[src/rtl/en_arbiter_if.sv]
// Requester-side bus of the enable-path arbiter: global enable, per-requester
// request/data, and the registered grant/busy plus the forwarded enable bit.
interface en_arbiter_if #(
    parameter int N_REQ = 4
);
    logic             ena;
    logic [N_REQ-1:0] req;
    logic [N_REQ-1:0] din;
    logic [N_REQ-1:0] gnt;
    logic             en_out;
    logic             busy;

    modport master (
        output ena, req, din,
        input  gnt, en_out, busy
    );

    modport slave (
        input  ena, req, din,
        output gnt, en_out, busy
    );
endinterface

[src/rtl/en_arbiter.sv]
// Round-robin arbiter sharing the en_out path between N_REQ requesters.
// Optional hold-timeout forced release is compiled in with EN_ARB_TIMEOUT_EN.
module en_arbiter #(
    parameter int N_REQ    = 4,
    parameter int MAX_HOLD = 8
) (
    input  logic        clk,
    input  logic        rst,
    en_arbiter_if.slave bus
);

    localparam int PTR_W = (N_REQ > 1) ? $clog2(N_REQ) : 1;
    localparam logic [7:0] HOLD_LIMIT = 8'(MAX_HOLD);

    typedef enum logic [0:0] {
        ST_IDLE  = 1'b0,
        ST_GRANT = 1'b1
    } state_t;

    // First requester at or after start_v in wrap-around order; MSB flags a hit.
    function automatic logic [PTR_W:0] rr_pick(input logic [N_REQ-1:0] req_v,
                                               input logic [PTR_W-1:0] start_v);
        logic [PTR_W:0]   cand_v;
        logic             found_v;
        logic [PTR_W-1:0] idx_v;
        found_v = 1'b0;
        idx_v   = {PTR_W{1'b0}};
        for (int i = 0; i < N_REQ; i++) begin
            cand_v = {1'b0, start_v} + (PTR_W+1)'(i);
            if (cand_v >= (PTR_W+1)'(N_REQ)) begin
                cand_v = cand_v - (PTR_W+1)'(N_REQ);
            end else begin
                cand_v = cand_v;
            end
            if (!found_v && req_v[cand_v[PTR_W-1:0]]) begin
                found_v = 1'b1;
                idx_v   = cand_v[PTR_W-1:0];
            end else begin
                found_v = found_v;
            end
        end
        return {found_v, idx_v};
    endfunction

    function automatic logic [PTR_W-1:0] next_index(input logic [PTR_W-1:0] idx_v);
        logic [PTR_W-1:0] nxt_v;
        if (idx_v == PTR_W'(N_REQ - 1)) begin
            nxt_v = {PTR_W{1'b0}};
        end else begin
            nxt_v = idx_v + PTR_W'(1);
        end
        return nxt_v;
    endfunction

    function automatic logic [N_REQ-1:0] onehot(input logic [PTR_W-1:0] idx_v);
        logic [N_REQ-1:0] one_v;
        one_v = {{(N_REQ-1){1'b0}}, 1'b1};
        return one_v << idx_v;
    endfunction

    state_t           state_r,    state_nxt_s;
    logic [PTR_W-1:0] ptr_r,      ptr_nxt_s;
    logic [PTR_W-1:0] owner_r,    owner_nxt_s;
    logic [7:0]       hold_cnt_r, hold_cnt_nxt_s;
    logic [N_REQ-1:0] gnt_r,      gnt_nxt_s;
    logic             busy_r,     busy_nxt_s;

    logic [PTR_W:0]   pick_s;
    logic             pick_found_s;
    logic [PTR_W-1:0] pick_idx_s;
    logic             owner_req_s;
    logic             timeout_s;

    assign pick_s       = rr_pick(bus.req, ptr_r);
    assign pick_found_s = pick_s[PTR_W];
    assign pick_idx_s   = pick_s[PTR_W-1:0];
    assign owner_req_s  = bus.req[owner_r];

`ifdef EN_ARB_TIMEOUT_EN
    assign timeout_s = (hold_cnt_r == HOLD_LIMIT);
`else
    logic unused_s;
    assign unused_s  = ^{HOLD_LIMIT};
    assign timeout_s = 1'b0;
`endif

    // Next-state and next-output decode; everything holds while ena is low.
    always_comb begin
        state_nxt_s    = state_r;
        ptr_nxt_s      = ptr_r;
        owner_nxt_s    = owner_r;
        hold_cnt_nxt_s = hold_cnt_r;
        gnt_nxt_s      = gnt_r;
        busy_nxt_s     = busy_r;
        if (bus.ena) begin
            case (state_r)
                ST_IDLE: begin
                    if (pick_found_s) begin
                        owner_nxt_s    = pick_idx_s;
                        gnt_nxt_s      = onehot(pick_idx_s);
                        busy_nxt_s     = 1'b1;
                        hold_cnt_nxt_s = 8'd1;
                        state_nxt_s    = ST_GRANT;
                    end else begin
                        gnt_nxt_s  = {N_REQ{1'b0}};
                        busy_nxt_s = 1'b0;
                    end
                end
                ST_GRANT: begin
                    // A forced release rotates exactly like a voluntary one.
                    if (!owner_req_s || timeout_s) begin
                        gnt_nxt_s   = {N_REQ{1'b0}};
                        busy_nxt_s  = 1'b0;
                        ptr_nxt_s   = next_index(owner_r);
                        state_nxt_s = ST_IDLE;
                    end else if (hold_cnt_r != 8'hFF) begin
                        hold_cnt_nxt_s = hold_cnt_r + 8'd1;
                    end else begin
                        hold_cnt_nxt_s = hold_cnt_r;
                    end
                end
                default: begin
                    gnt_nxt_s   = {N_REQ{1'b0}};
                    busy_nxt_s  = 1'b0;
                    state_nxt_s = ST_IDLE;
                end
            endcase
        end else begin
            state_nxt_s = state_r;
        end
    end

    // State and output registers with synchronous reset.
    always_ff @(posedge clk) begin
        if (rst) begin
            state_r    <= ST_IDLE;
            ptr_r      <= {PTR_W{1'b0}};
            owner_r    <= {PTR_W{1'b0}};
            hold_cnt_r <= 8'd0;
            gnt_r      <= {N_REQ{1'b0}};
            busy_r     <= 1'b0;
        end else begin
            state_r    <= state_nxt_s;
            ptr_r      <= ptr_nxt_s;
            owner_r    <= owner_nxt_s;
            hold_cnt_r <= hold_cnt_nxt_s;
            gnt_r      <= gnt_nxt_s;
            busy_r     <= busy_nxt_s;
        end
    end

    assign bus.gnt    = gnt_r;
    assign bus.busy   = busy_r;
    assign bus.en_out = |(gnt_r & bus.din);

endmodule

[src/flat_wrapper.sv]
// flat-port wrapper written by rule: the top's interface ports become plain ports
module en_arbiter_flat 
#(
    parameter int N_REQ    = 4,
    parameter int MAX_HOLD = 8
)
  (clk, rst, bus_ena, bus_req, bus_din, bus_gnt, bus_en_out, bus_busy);
  en_arbiter_if #(.N_REQ(N_REQ)) bus_i ();
  input  logic clk;
  input  logic rst;
  input wire logic [$bits(bus_i.ena)-1:0] bus_ena;
  input wire logic [$bits(bus_i.req)-1:0] bus_req;
  input wire logic [$bits(bus_i.din)-1:0] bus_din;
  output wire logic [$bits(bus_i.gnt)-1:0] bus_gnt;
  output wire logic [$bits(bus_i.en_out)-1:0] bus_en_out;
  output wire logic [$bits(bus_i.busy)-1:0] bus_busy;
  assign bus_i.ena = bus_ena;
  assign bus_i.req = bus_req;
  assign bus_i.din = bus_din;
  assign bus_gnt = bus_i.gnt;
  assign bus_en_out = bus_i.en_out;
  assign bus_busy = bus_i.busy;
  en_arbiter #(.N_REQ(N_REQ), .MAX_HOLD(MAX_HOLD)) u_core (.clk(clk), .rst(rst), .bus(bus_i));
endmodule
[config.mk]
export PLATFORM = sky130hd
export DESIGN_NAME = en_arbiter_flat
export DESIGN_NICKNAME = d
export VERILOG_FILES = /design/src/rtl/en_arbiter_if.sv /design/src/rtl/en_arbiter.sv /design/src/flat_wrapper.sv
export SDC_FILE = /design/constraint.sdc
export NUM_CORES = 1
export LEC_CHECK = 0
export ABC_AREA = 1
export BUFFER_PORTS_ARGS = -buffer_cell sky130_fd_sc_hd__buf_2
export CAP_MARGIN = 20
export CORE_UTILIZATION = 52
export CTS_CLUSTER_DIAMETER = 40
export DETAILED_ROUTE_END_ITERATION = 10
export GPL_ROUTABILITY_DRIVEN = 0
export PLACE_DENSITY = 0.77
export SYNTH_ARGS = -nofsm -noshare
export SYNTH_HDL_FRONTEND = slang
export SYNTH_SLANG_ARGS = --single-unit
[constraint.sdc]
create_clock -name clk -period 1.61 [get_ports clk]
set_clock_uncertainty 0.05 [all_clocks]
set_input_delay 0.2415 -clock clk [delete_from_list [all_inputs] [get_ports clk]]
set_output_delay 0.2415 -clock clk [all_outputs]
set_load 0.05 [all_outputs]
## Word-level counts from Yosys, hierarchy flattened

Cells that the tools add are included.

- Logic and storage cells: 69
- Input bits: 11
- Flip-flop bits (word level): 10

- Equal/unequal tests: 2
- Shift-type cells: 1
- Mux-type cells: 31
- Reductions and logical operators: 10
- $lt $le $gt $ge: 9
- Bitwise gates (word level): 3
- $add $sub $neg: 8

Operators with widths:

| operator | number |
|---|---|
| $mux 2 | 9 |
| $lt 2x3->1 const B | 5 |
| $mux 1 | 12 |
| $bmux 1 s2 | 5 |
| $ge 3x3->1 const B | 3 |
| $mux 4 | 2 |
| $pmux 4 s2 | 1 |
| $sub 2x1->2 const B | 4 |
| $add 2x2->3 const B | 2 |
| $reduce_and 3->1 | 2 |
| $and 4x4->4 | 1 |
| $pmux 1 s2 | 2 |
| $reduce_or 4->1 | 1 |
| $shl 1x2->4 const A | 1 |
| $add 2x1->3 const B | 1 |
| $ge 2x3->1 const B | 1 |
| $logic_and 1x1->1 | 3 |
| $logic_not 1->1 | 3 |
| $add 2x1->2 const B | 1 |
| $eq 2x2->1 const B | 1 |
| $ne 2x2->1 const B | 1 |
| $not 1->1 | 2 |
| $reduce_and 2->1 | 1 |

## Longest topological paths before layout

- Depth in word-level cells: 17
- Depth in mapped cells: 12
- Mapped depth without buffers: 12

## Least setup slack after synthesis

No wires, ideal clock.

- Kind: register to register
- Start point: reg u_core.ptr_r[0]
- End point: reg u_core.owner_r[1]
- Arrival time: 1286 ps
- Cell stages (with the launch flop): 11
- Path buffers: 1
- Clock period less this slack: 1454 ps
- Setup slack: 156 ps
- Required time: 1442 ps
- Cells stage by stage: dfxtp_1 -> buf_6 -> nand2_1 -> nand3_2 -> nand2_4 -> nor2_4 -> nand3b_1 -> nand2_2 -> inv_4 -> o21ai_1 -> a21oi_1

- Cells in the longest elaborated chain, start to end: 15
- Elaborated cells on any way between the ends: 38

RTL lines:

| what | RTL line | text |
|---|---|---|
| start, declared | en_arbiter.sv:62 | `logic [PTR_W-1:0] ptr_r, ptr_nxt_s;` |
| start signal, assigned | en_arbiter.sv:137 | `ptr_r <= {PTR_W{1'b0}};` |
| start signal, assigned | en_arbiter.sv:144 | `ptr_r <= ptr_nxt_s;` |
| parallel branches: the longest is 15 deep, another holds $add 2x1->3 | - |  |
| end signal, assigned | en_arbiter.sv:138 | `owner_r <= {PTR_W{1'b0}};` |
| end signal, assigned | en_arbiter.sv:145 | `owner_r <= owner_nxt_s;` |
| end, declared | en_arbiter.sv:63 | `logic [PTR_W-1:0] owner_r, owner_nxt_s;` |

Parallel ways; which one is timed is not known. The select of a mux whose other input is x is not followed.
A chain may end at the register's enable or synchronous reset.

## Worst setup path after layout

- Start point: reg u_core.ptr_r[1]
- End point: reg u_core.owner_r[0]

Same word-level chain as after synthesis.

==> impl_metrics.tcl <==
set metrics [dict create \
    syn-instance-count 124 \
    synthFlopType "dfxtp_1" \
    cts.htree.levels 1 \
    synth_nets 136 \
    final_nets 162 \
    vias_per_cell 5.12 \
    ant_nets 0 \
    start_kind "flip-flop" \
    whs_ns 0.173 \
    setup_viol 0 \
    dp_hpwl_um 1410 \
    worstHoldPathCells 2 \
    post_dp_cell_area_sq_um 895 \
    tightest_slew_ns 0.358 \
    die_h_um 40.7 \
    port_buffers 16 \
    design_area_sq_um 981 \
    seq_area_frac_synth 0.258 \
    wl_per_cell_um 11.1 \
    yosysWarnings 0 \
    crit_type "flip-flop to flip-flop" \
    end_kind "flip-flop" \
    synth_area_per_cell_sq_um 6.27 \
    synth.largest_area_cell "dfxtp_1" \
    drive_above_1_share 0.362 \
    clk_pin_slew_ns 0.07 \
    grt_max_degree 11 \
    fp.dieW_um 40.7 \
    grt-ovfl-total 0 \
    drc 0 \
    rows 13 \
    cts-root-buf "clkbuf_4" \
    cts.sinks 10 \
    fin_crit_sh 0.987 \
    rsz0062_at_grt "yes" \
    critPathMaxFanout 8 \
    dieArea_sq_um 1650 \
    cts_tree "done" \
    synth_common_cells "nand2_1, a21oi_1, dfxtp_1" \
    synth_area_sq_um 777 \
    cts_buffer_depth 2 \
    drv_slew 0 \
    vias 840 \
    area_delta_synth_final_pct 26.2 \
    hold_buffers 0 \
    leakagePower_nw 0.504 \
    drt_iter0_drc 10 \
    antenna_found_initial 0 \
    start_util 0.576 \
    grt_usage 0.239 \
    slew_headroom 0.761 \
    post-synth-top-count-cell "nand2_1" \
    power.density_nw_per_um2 892 \
    min_period_ns 1.59 \
    critPathArrivalTime_ns 1.68 \
    r2r_cells 11 \
    grt_first_pass_wirelength_um 2570 \
    first_global_vias 643 \
    hold_violations 0 \
    drt_wl_total_um 1820 \
    n_antenna_cell 0 \
    first_pass_iters 4 \
    synth_seq_cells 10 \
    core_area_sq_um 1350 \
    yosysTopAreaCellShare 0.258 \
    io_pins 17 \
    hold_path_class "input pin to flip-flop" \
    required_ns 1.70 \
    outcome "finished clean" \
    vdd_drop_max_v 0.000684 \
    max_freq_mhz 630 \
    synth_cell_types 21 \
    synth_area_leaders "dfxtp_1, nand2_1, a21oi_1, nand2_2, nand3_1" \
    async_flop_share 0 \
    cts_buffers 3 \
    cap_violations 0 \
    clock_latency_ns 0.25 \
    synth_edf_count 0 \
]
==> path summary, 6_finish.rpt <==
path | endpoint | slack [ns] | from
worst max-delay path | u_core.owner_r[0] | 0.02 | u_core.ptr_r[1]
worst min-delay path | u_core.bus.gnt[0] | 0.17 | rst
worst max register to register | u_core.owner_r[0] | 0.02 | u_core.ptr_r[1]
worst min register to register | u_core.bus.busy | 0.41 | u_core.bus.busy
==> stage by stage <==
step                 util  setup TNS, ns  total power [mW]  std cells  setup WS (ns)
finish              0.727              0             0.875        164         0.0215
global route        0.727         -0.366             0.935        164        -0.0824
CTS                 0.690              0             0.858        162         0.0184
detailed placement  0.663              0             0.632        158         0.0304
global placement    0.663              0             0.625        158         0.0817
floorplan               -              0             0.552        124          0.156
==> repair_timing <==
item,CTS,global route
setup buffers,0,2
endpoints found under the setup margin,0,6
gates resized for setup,0,13
==> cell families (layout without fill, tap and decap cells) <==
| family | Yosys count | after routing | synth area share |
|---|---|---|---|
| simple gates | 77 | 77 | 0.493 |
| compound gates | 22 | 22 | 0.153 |
| buf+inv | 14 | 39 | 0.0805 |
| flops | 10 | 10 | 0.258 |
| fa+ha+maj | 1 | 1 | 0.0161 |
==> layout make-up <==
cell class	count	area [sq um]
multi-input cells	100	534
flip-flops and latches	10	205
inverters	13	53.8
clock buffers	4	36.3
repair buffers	22	133
well taps	15	18.8
fillers	119	369
==> flip-flops by register name (all words and copies together), names as in the netlist <==
name,count
u_core.bus.busy,1
u_core.bus.gnt,4
u_core.owner_r,2
u_core.ptr_r,2
u_core.state_r,1
==> power breakdown <==
| part | switching, mW | total [mW] | internal, mW |
|---|---|---|---|
| combinational | 0.237 | 0.363 | 0.126 |
| clock | 0.0838 | 0.221 | 0.137 |
| sequential | 0.0210 | 0.291 | 0.270 |
==> cell usage in the layout, fill, tap and decap left out, types with 4 or more instances in the layout <==
cell,instances
nor2_1,4
inv_1,9
buf_4,4
buf_2,16
nand3_1,9
nand2_2,13
dfxtp_1,8
a21oi_1,13
nand2_1,39
==> layer usage <==
layer | share of wire | track usage | vias up
met5 | 0 | 0 | -
met4 | 0.0088 | 0.100 | 0
li1 | - | - | 455
met3 | 0.040 | 0.0652 | 2
met1 | 0.46 | 0.300 | 367
met2 | 0.49 | 0.381 | 16
==> worst max-delay path, cell delays in order, from the launching register on <==
cell and delay (ns):
dfxtp_2 0.35, buf_4 0.14, nand2_1 0.07, nand2_2 0.07, nand2_2 0.09, nand2_4 0.07
nor2_4 0.15, nand3b_1 0.12, nand2_2 0.14, inv_4 0.06, o21ai_2 0.10, a21oi_1 0.06
Note: power is estimated with default switching activity, not from simulation.
